$ cat src/rtl/demosaic_window_ctrl.sv
// demosaic_window_ctrl: raster sequencer for a 7x7 Bayer demosaic window.
// Accepts a pixel stream, inserts 3 pad columns per row and 3 pad rows per
// frame, and drives line-buffer write/rotation, window shift and centre tags.
//   clk, rst_n            : pixel clock, async active-low reset
//   pix_valid/ready/sof   : input pixel handshake, sof marks pixel (0,0)
//   out_ready             : global advance enable; no beat when low
//   lb_wr_en/addr, lb_rot : line-buffer write strobe, column, newest buffer
//   win_shift             : advance window one column (every beat)
//   pad_col, pad_row      : beat is a virtual column / virtual row
//   win_valid/row/col/phase : complete window centre and Bayer phase
//   frame_done, sof_err   : end-of-frame pulse, mid-frame sof pulse
module demosaic_window_ctrl #(
    parameter int         IMG_W     = 1920,
    parameter int         IMG_H     = 1080,
    parameter int         CW        = 12,
    parameter int         RW        = 12,
    parameter logic [1:0] BAYER_PAT = 2'b00
) (
    input  logic          clk,
    input  logic          rst_n,
    input  logic          pix_valid,
    output logic          pix_ready,
    input  logic          pix_sof,
    input  logic          out_ready,
    output logic          lb_wr_en,
    output logic [CW-1:0] lb_wr_addr,
    output logic [2:0]    lb_rot,
    output logic          win_shift,
    output logic          pad_col,
    output logic          pad_row,
    output logic          win_valid,
    output logic [RW-1:0] win_row,
    output logic [CW-1:0] win_col,
    output logic [1:0]    win_phase,
    output logic          frame_done,
    output logic          sof_err
);
    typedef enum logic [2:0] {S_IDLE, S_ROW, S_HPAD, S_VPAD, S_DONE} state_t;

    localparam logic [CW-1:0] C_LAST = CW'(IMG_W - 1);
    localparam logic [CW-1:0] C_W    = CW'(IMG_W);
    localparam logic [CW-1:0] C_END  = CW'(IMG_W + 2);
    localparam logic [CW-1:0] C_3    = CW'(3);
    localparam logic [RW-1:0] R_H    = RW'(IMG_H);
    localparam logic [RW-1:0] R_HL   = RW'(IMG_H - 1);
    localparam logic [RW-1:0] R_END  = RW'(IMG_H + 2);
    localparam logic [RW-1:0] R_3    = RW'(3);

    state_t        r_state;
    logic [CW-1:0] r_scol;
    logic [RW-1:0] r_srow;

    logic          w_pix_beat, w_pad_beat, w_sof, w_err, w_real, w_beat;
    logic          w_row_end, w_win;
    logic [CW-1:0] w_col, w_wc;
    logic [RW-1:0] w_row, w_wr;

    assign pix_ready  = rst_n & out_ready & (r_state == S_IDLE || r_state == S_ROW);
    assign w_pix_beat = pix_valid & pix_ready;
    assign w_pad_beat = out_ready & (r_state == S_HPAD || r_state == S_VPAD);
    assign w_sof      = w_pix_beat & pix_sof;
    assign w_err      = w_sof & (r_state == S_ROW) & (r_scol != '0 || r_srow != '0);
    // pixels in IDLE without sof are consumed but never become beats
    assign w_real     = w_pix_beat & (r_state == S_ROW || pix_sof);
    assign w_beat     = w_real | w_pad_beat;
    // a sof beat is always position (0,0), wherever the counters were
    assign w_col      = w_sof ? '0 : r_scol;
    assign w_row      = w_sof ? '0 : r_srow;
    assign w_row_end  = w_pad_beat & (r_scol == C_END);
    assign w_win      = w_beat & (w_row >= R_3) & (w_col >= C_3);
    assign w_wc       = w_col - C_3;
    assign w_wr       = w_row - R_3;

    always_ff @(posedge clk or negedge rst_n) begin
        if (!rst_n) begin
            r_state    <= S_IDLE;
            r_scol     <= '0;
            r_srow     <= '0;
            lb_wr_en   <= 1'b0;
            lb_wr_addr <= '0;
            lb_rot     <= '0;
            win_shift  <= 1'b0;
            pad_col    <= 1'b0;
            pad_row    <= 1'b0;
            win_valid  <= 1'b0;
            win_row    <= '0;
            win_col    <= '0;
            win_phase  <= '0;
            frame_done <= 1'b0;
            sof_err    <= 1'b0;
        end else begin
            lb_wr_en   <= w_real;
            win_shift  <= w_beat;
            win_valid  <= w_win;
            sof_err    <= w_err;
            frame_done <= (r_state == S_DONE);
            if (w_beat) begin
                lb_wr_addr <= w_col;
                pad_col    <= w_col >= C_W;
                pad_row    <= w_row >= R_H;
            end
            if (w_win) begin
                win_row   <= w_wr;
                win_col   <= w_wc;
                win_phase <= {w_wr[0] ^ BAYER_PAT[1], w_wc[0] ^ BAYER_PAT[0]};
            end
            if (w_sof) begin
                r_scol  <= CW'(1);
                r_srow  <= '0;
                r_state <= S_ROW;
            end else if (w_beat) begin
                r_scol <= w_row_end ? '0 : r_scol + 1'b1;
                if (w_row_end) begin
                    r_srow <= r_srow + 1'b1;
                    lb_rot <= (lb_rot == 3'd6) ? 3'd0 : lb_rot + 3'd1;
                end
                if (r_state == S_ROW && r_scol == C_LAST)
                    r_state <= S_HPAD;
                else if (w_row_end)
                    r_state <= (r_srow == R_END) ? S_DONE :
                               (r_srow < R_HL)   ? S_ROW  : S_VPAD;
            end else if (r_state == S_DONE) begin
                r_state <= S_IDLE;
            end
        end
    end
endmodule

$ cat config.mk
export PLATFORM = sky130hd
export DESIGN_NAME = demosaic_window_ctrl
export DESIGN_NICKNAME = d
export VERILOG_FILES = /design/src/rtl/demosaic_window_ctrl.sv
export SDC_FILE = /design/constraint.sdc
export NUM_CORES = 1
export LEC_CHECK = 0
export CORE_AREA = 2 2 78 135
export DETAILED_ROUTE_END_ITERATION = 10
export DIE_AREA = 0 0 80 137
export SETUP_SLACK_MARGIN = 0.3
export SYNTH_ARGS = -nofsm -noshare
export SYNTH_HDL_FRONTEND = slang
export SYNTH_SLANG_ARGS = --single-unit
$ cat constraint.sdc
create_clock -name clk -period 3.1 [get_ports clk]
set_input_delay 0.62 -clock clk [delete_from_list [all_inputs] [get_ports clk]]
set_output_delay 0.62 -clock clk [all_outputs]
set_load 0.02 [all_outputs]
## Word-level counts from Yosys, hierarchy flattened

Index checks and enable logic that the tools add are counted.

- Register bits after elaboration: 75
- Input port bits: 5
- Output and inout port bits: 49
- Logic and storage cells: 77

- $add $sub $neg: 5
- Order comparisons: 5
- Equality and inequality tests: 9
- Muxes and demuxes: 16
- Bitwise logic cells: 13
- Reduce and logical (&&, ||, !) cells: 14

Operators by type and width:

| operator | count |
|---|---|
| 2-to-1 mux 12 bit | 8 |
| equality test 12 x 11 -> 1 bit (second input constant) | 3 |
| adder 12 x 1 -> 12 bit (second input constant) | 2 |
| greater-or-equal comparator 12 x 11 -> 1 bit (second input constant) | 2 |
| greater-or-equal comparator 12 x 2 -> 1 bit (second input constant) | 2 |
| nonzero test 12 bit | 2 |
| subtractor 12 x 2 -> 12 bit (second input constant) | 2 |
| 2-to-1 mux 3 bit | 7 |
| less-than comparator 12 x 11 -> 1 bit (second input constant) | 1 |
| AND 1 bit | 11 |
| equality test 3 x 2 -> 1 bit (second input constant) | 2 |
| equality test 3 bit (second input constant) | 2 |
| logical OR 1 bit | 4 |
| != test 4 x 2 -> 1 bit (second input constant) | 1 |
| AND reduction 2 bit | 2 |
| nonzero test 2 bit | 2 |
| adder 3 x 1 -> 3 bit (second input constant) | 1 |
| equality test 3 x 1 -> 1 bit (second input constant) | 1 |
| zero test 3 bit | 1 |
| AND reduction 3 bit | 1 |
| nonzero test 3 bit | 1 |
| 2-to-1 mux 2 bit | 1 |
| logical AND 1 bit | 1 |
| inverter 1 bit | 1 |
| bitwise OR 1 bit | 1 |

## Longest topological paths before layout

- Depth in word-level cells: 9
- Gate-level depth with buffers: 13

## Worst setup path before layout

OpenSTA, ideal clock, no wires.

- Path kind: input to register
- From: input port rst_n
- To: register win_row[10]
- Library setup time: 0.125 ns
- Arrival time: 2.915 ns
- Data required time: 2.975 ns
- Setup slack: 0.060 ns
- Cell stages on the path: 12
- Buffers on the path: 3
- Cell sequence: nand4bb_1 -> inv_1 -> nand3_1 -> clkbuf_1 -> buf_1 -> nand2_1 -> inv_1 -> ha_1 -> a21oi_1 -> nor3_2 -> buf_2 -> mux2_2

RTL lines:

| item | RTL line | text |
|---|---|---|
| start: declaration | 20 | `input logic rst_n,` |
| AND 1 bit (2 in series) | 58 | `assign pix_ready = rst_n & out_ready & (r_state == S_IDLE \|\| r_state == S_ROW);` |
| named net pix_ready | 22 | `output logic pix_ready,` |
| AND 1 bit | 59 | `assign w_pix_beat = pix_valid & pix_ready;` |
| AND 1 bit | 61 | `assign w_sof = w_pix_beat & pix_sof;` |
| 2-to-1 mux 12 bit | 67 | `assign w_col = w_sof ? '0 : r_scol;` |
| named net w_col[0] | 55 | `logic [CW-1:0] w_col, w_wc;` |
| greater-or-equal comparator 12 x 2 -> 1 bit | 70 | `assign w_win = w_beat & (w_row >= R_3) & (w_col >= C_3);` |
| AND 1 bit | 70 |  |
| named net w_win | 54 | `logic w_row_end, w_win;` |
| end signal: assignment | 103 | `win_row <= w_wr;` |
| end: declaration | 32 | `output logic [RW-1:0] win_row,` |

The timed path passes the listed nets, and every way through them passes these cells.
A chain may end at the register's enable or synchronous reset.

## Worst setup path in the final report

- From: input port pix_valid
- To: register win_col[8]

RTL lines:

| item | RTL line | text |
|---|---|---|
| start: declaration | 21 | `input logic pix_valid,` |
| AND 1 bit (*) | 59 |  |
| AND 1 bit (*) | 61 |  |
| 2-to-1 mux 12 bit (*) | 67 |  |
| named net w_col[0] | 55 |  |
| greater-or-equal comparator 12 x 2 -> 1 bit | 70 |  |
| AND 1 bit | 70 |  |
| end signal: assignment | 104 | `win_col <= w_wc;` |
| end: declaration | 33 | `output logic [CW-1:0] win_col,` |

The timed path passes the listed nets; every way through them passes the cells marked *.

==> flow_metrics.py <==
metrics = {
    "status": {
        "status": "completed",
    },
    "clock_network": {
        "cts.sinks": 73,
        "tritoncts": "done",
        "htree_levels": 3,
        "cts_buffer_depth": 2,
        "numCtsBuffers": 9,
        "cts-root-buf": "clkbuf_16",
        "clkTransAtPathRegs_ns": 0.06,
        "clock_latency_ns": 0.34,
    },
    "critical_path": {
        "cp_max_fo": 12,
        "start_kind": "input pin",
        "crit_path_end_kind": "register",
        "crit_type": "input pin to register",
        "cp_data_arrival_time_ns": 2.88,
        "critPathRequiredTime_ns": 3.29,
    },
    "yosys": {
        "synthDistinctLibCells": 62,
        "synthCells": 436,
        "ys_seq_elements": 73,
        "ys.flop_type": "dfrtp_1",
        "synth_edf_count": 0,
        "yosysWarnings": 0,
        "syn_avg_cell_area_um2": 9.30,
        "synthArstFlopShare_pct": 100,
        "netlist_area_mm2": 0.00406,
        "yosysSeqAreaShare_pct": 45.0,
        "synth_nets": 450,
    },
    "timing": {
        "grt_setup_unrepaired": "false",
        "hold_viol_final": 0,
        "fmax_mhz": 373,
        "fin_skew_ns": 0.00428,
        "final.min_clock_period_ns": 2.68,
        "slew_headroom_pct": 52.9,
        "maxSlewViolCount": 0,
        "max_slew.worst_pin.slew_ns": 0.707,
        "fin_crit_sh_pct": 86.5,
        "worst_slack_ns": 0.417,
        "setup_viol": 0,
    },
    "floorplanning": {
        "die-area_mm2": 0.0110,
        "core_region_area_mm2": 0.00985,
        "ios": 54,
        "start_util_pct": 41.2,
        "die_w_um": 80,
        "fp.dieH_um": 137,
        "rows": 48,
    },
    "detailed_routing": {
        "wl_per_cell_um": 17.1,
        "drt_wl_total_um": 10700,
        "dr.first_iter.drc_count": 257,
        "wl_met1_um": 4020,
        "highest_layer": "met4",
        "met3WireLength_um": 300,
        "wl_met2_um": 6060,
        "route.detailed.drc": 0,
        "first_pass_iters": 5,
        "vias": 3470,
        "viasPerCell": 5.53,
        "detail-route-antenna-nets": 0,
    },
    "global_routing": {
        "grt.overflow.total": 0,
        "grt_util_all_layers_pct": 21.1,
        "grt_pass1_wl_um": 17500,
        "grt_pass1_vias": 3507,
        "grt_start_max_net_pins": 54,
        "antenna_found_initial": 0,
    },
    "finish": {
        "ff_latch_area_mm2": 0.00183,
        "nets": 512,
        "layout-drive-gt1-share_pct": 17.1,
        "syn2layout_area_growth_pct": 26.4,
        "multi_input_area_mm2": 0.00200,
        "finalNonFillerCells": 628,
        "n_fill_cell": 961,
        "design_area_mm2": 0.00512,
        "antenna_cells": 0,
    },
    "power_and_ir_drop": {
        "p_leak_nw": 2.31,
        "seq_power_share_pct": 39.0,
        "p_int_w": 0.00203,
        "clockPowerShare_pct": 35.3,
        "power_w": 0.00294,
        "p_sw_share_pct": 31.0,
        "p_sw_w": 0.000912,
        "power.density_mw_per_mm2": 574,
        "combPwrFrac_pct": 25.7,
        "vdd_drop_max_uv": 339,
    },
    "placed_design": {
        "place_congestion": 0.882,
        "postPlaceCellArea_mm2": 0.00478,
        "dp_hpwl_um": 7560,
        "dp_slack_ns": -0.244,
        "dp_cells": 608,
        "io_buffers": 53,
    },
    "min_path": {
        "hold_class": "input pin to asynchronous set/reset pin",
    },
    "flow_run": {
        "drv_cap": 0,
    },
}
## cell usage in the layout (no fill, tap or decap), drive strengths merged, types with 5 or more instances in the layout
cell type	count
a31oi	5
nand2	60
clkbuf	13
xor2	14
nor4	8
a21o	5
ha	9
clkdlybuf4s50	51
a211oi	5
inv	17
a21oi	29
a22o	5
nor3	9
and3	5
o21ai	31
dfrtp	73
nor2	26
nand3	17
or3	6
nand4	8
buf	34
mux2	20
## kinds of logic (layout without fill, tap and decap cells)
logic type | after synthesis | after routing | share of synthesized area (%)
muxes | 24 | 24 | 6.54
and+or+nand+nor | 161 | 162 | 20.5
buffers and inverters | 53 | 119 | 6.29
adders and majority gates | 9 | 9 | 2.78
AOI/OAI and AO/OA | 98 | 98 | 14.9
xor gates and xnor gates | 18 | 18 | 3.89
DFF | 73 | 73 | 45.0
## sequential cells by signal, indices dropped and copies added, names as in the netlist
| signal | cells |
|---|---|
| sof_err | 1 |
| win_valid | 1 |
| lb_rot | 3 |
| win_row | 12 |
| pad_col | 1 |
| r_scol | 12 |
| pad_row | 1 |
| r_srow | 12 |
| r_state | 3 |
| lb_wr_en | 1 |
| win_shift | 1 |
| frame_done | 1 |
| lb_wr_addr | 12 |
| win_col | 12 |
## power groups by stage
stage	clock network (W)	registers, W	logic, W
after floorplan	0	0.00117	0.000431
after global placement	0	0.00116	0.000721
after detailed placement	0	0.00116	0.000737
after CTS	0.00105	0.00114	0.000752
after global routing	0.00109	0.00116	0.000827
final	0.00104	0.00115	0.000756
## area by class of cell
| class | instances | share of cell area, % |
|---|---|---|
| multi-input combinational | 311 | 39.1 |
| timing repair buffer | 86 | 15.3 |
| sequential | 73 | 35.6 |
| inverter | 17 | 1.25 |
| clock buffer | 13 | 4.88 |
| tap | 125 | 3.05 |
| clock inverter | 3 | 0.781 |
## cell usage after synthesis (3+ instances only)
library cell,n,area (um2)
dfrtp_1,73,1830
nand2_1,60,225
a21oi_1,29,145
o21ai_0,29,145
nor2_1,25,93.8
mux2_2,20,225
clkbuf_1,19,71.3
inv_1,17,63.8
nand3_1,17,85.1
xor2_1,14,123
ha_1,9,113
nand4_1,8,50.1
nor3_1,7,35.0
buf_2,6,30.0
nor4_1,6,37.5
a22o_1,5,43.8
a31oi_1,5,31.3
buf_6,5,56.3
or3_1,5,31.3
a211oi_1,4,30.0
a21o_1,4,30.0
and3_1,4,25.0
mux2i_1,4,40.0
nand3b_1,4,30.0
xnor2_1,4,35.0
a22oi_1,3,22.5
buf_1,3,11.3
buf_4,3,22.5
nand4b_1,3,26.3
nor3b_1,3,22.5
## stage by stage
stage / hold WS, ns / TNS (ns) / utilization, %
5_1_grt: 0.231 / 0 / 52.0
6_report: 0.221 / 0 / 52.0
4_1_cts: 0.221 / 0 / 51.8
2_1_floorplan: 0.324 / 0 / -
3_5_place_dp: 0.495 / -4.80 / 48.5
3_3_place_gp: 0.477 / -3.85 / 48.5
## path summary, 6_finish.rpt
kind | from | end | slack (ns) | cells past startpoint
worst min-delay path | rst_n | lb_wr_en$_DFF_PN0_ | 0.22 | 2
worst max-delay path | pix_valid | win_col[8]$_DFFE_PN0P_ | 0.42 | 10
max in group asynchronous | rst_n | win_col[0]$_DFFE_PN0P_ | 2.16 | 2
worst max register to register | r_state[1]$_DFFE_PN0P_ | win_col[8]$_DFFE_PN0P_ | 0.48 | 11
worst min register to register | win_col[3]$_DFFE_PN0P_ | win_col[3]$_DFFE_PN0P_ | 0.50 | 1
min in group clk | win_col[3]$_DFFE_PN0P_ | win_col[3]$_DFFE_PN0P_ | 0.50 | 1
## timing repair
action                     CTS  global route
cloned                       1             0
buffers inserted             2             1
gates resized for setup      2             3
hold buffers                 0             0
setup endpoints to repair   21            21
pin swaps                    2             2
## critical path: stages
cell             delay [ns]
clkdlybuf4s50_1        0.55
nand3_1                0.13
buf_6                  0.16
nand2_1                0.09
inv_1                  0.05
ha_1                   0.21
buf_6                  0.15
or4_2                  0.62
a31oi_2                0.21
mux2i_1                0.09
## metal layers
layer	up-vias	track usage [%]
li1	1659	-
met1	1704	22.9
met2	80	38.0
met3	27	4.02
met4	0	10.9
met5	-	0
Power figures use the tool's default switching activity.
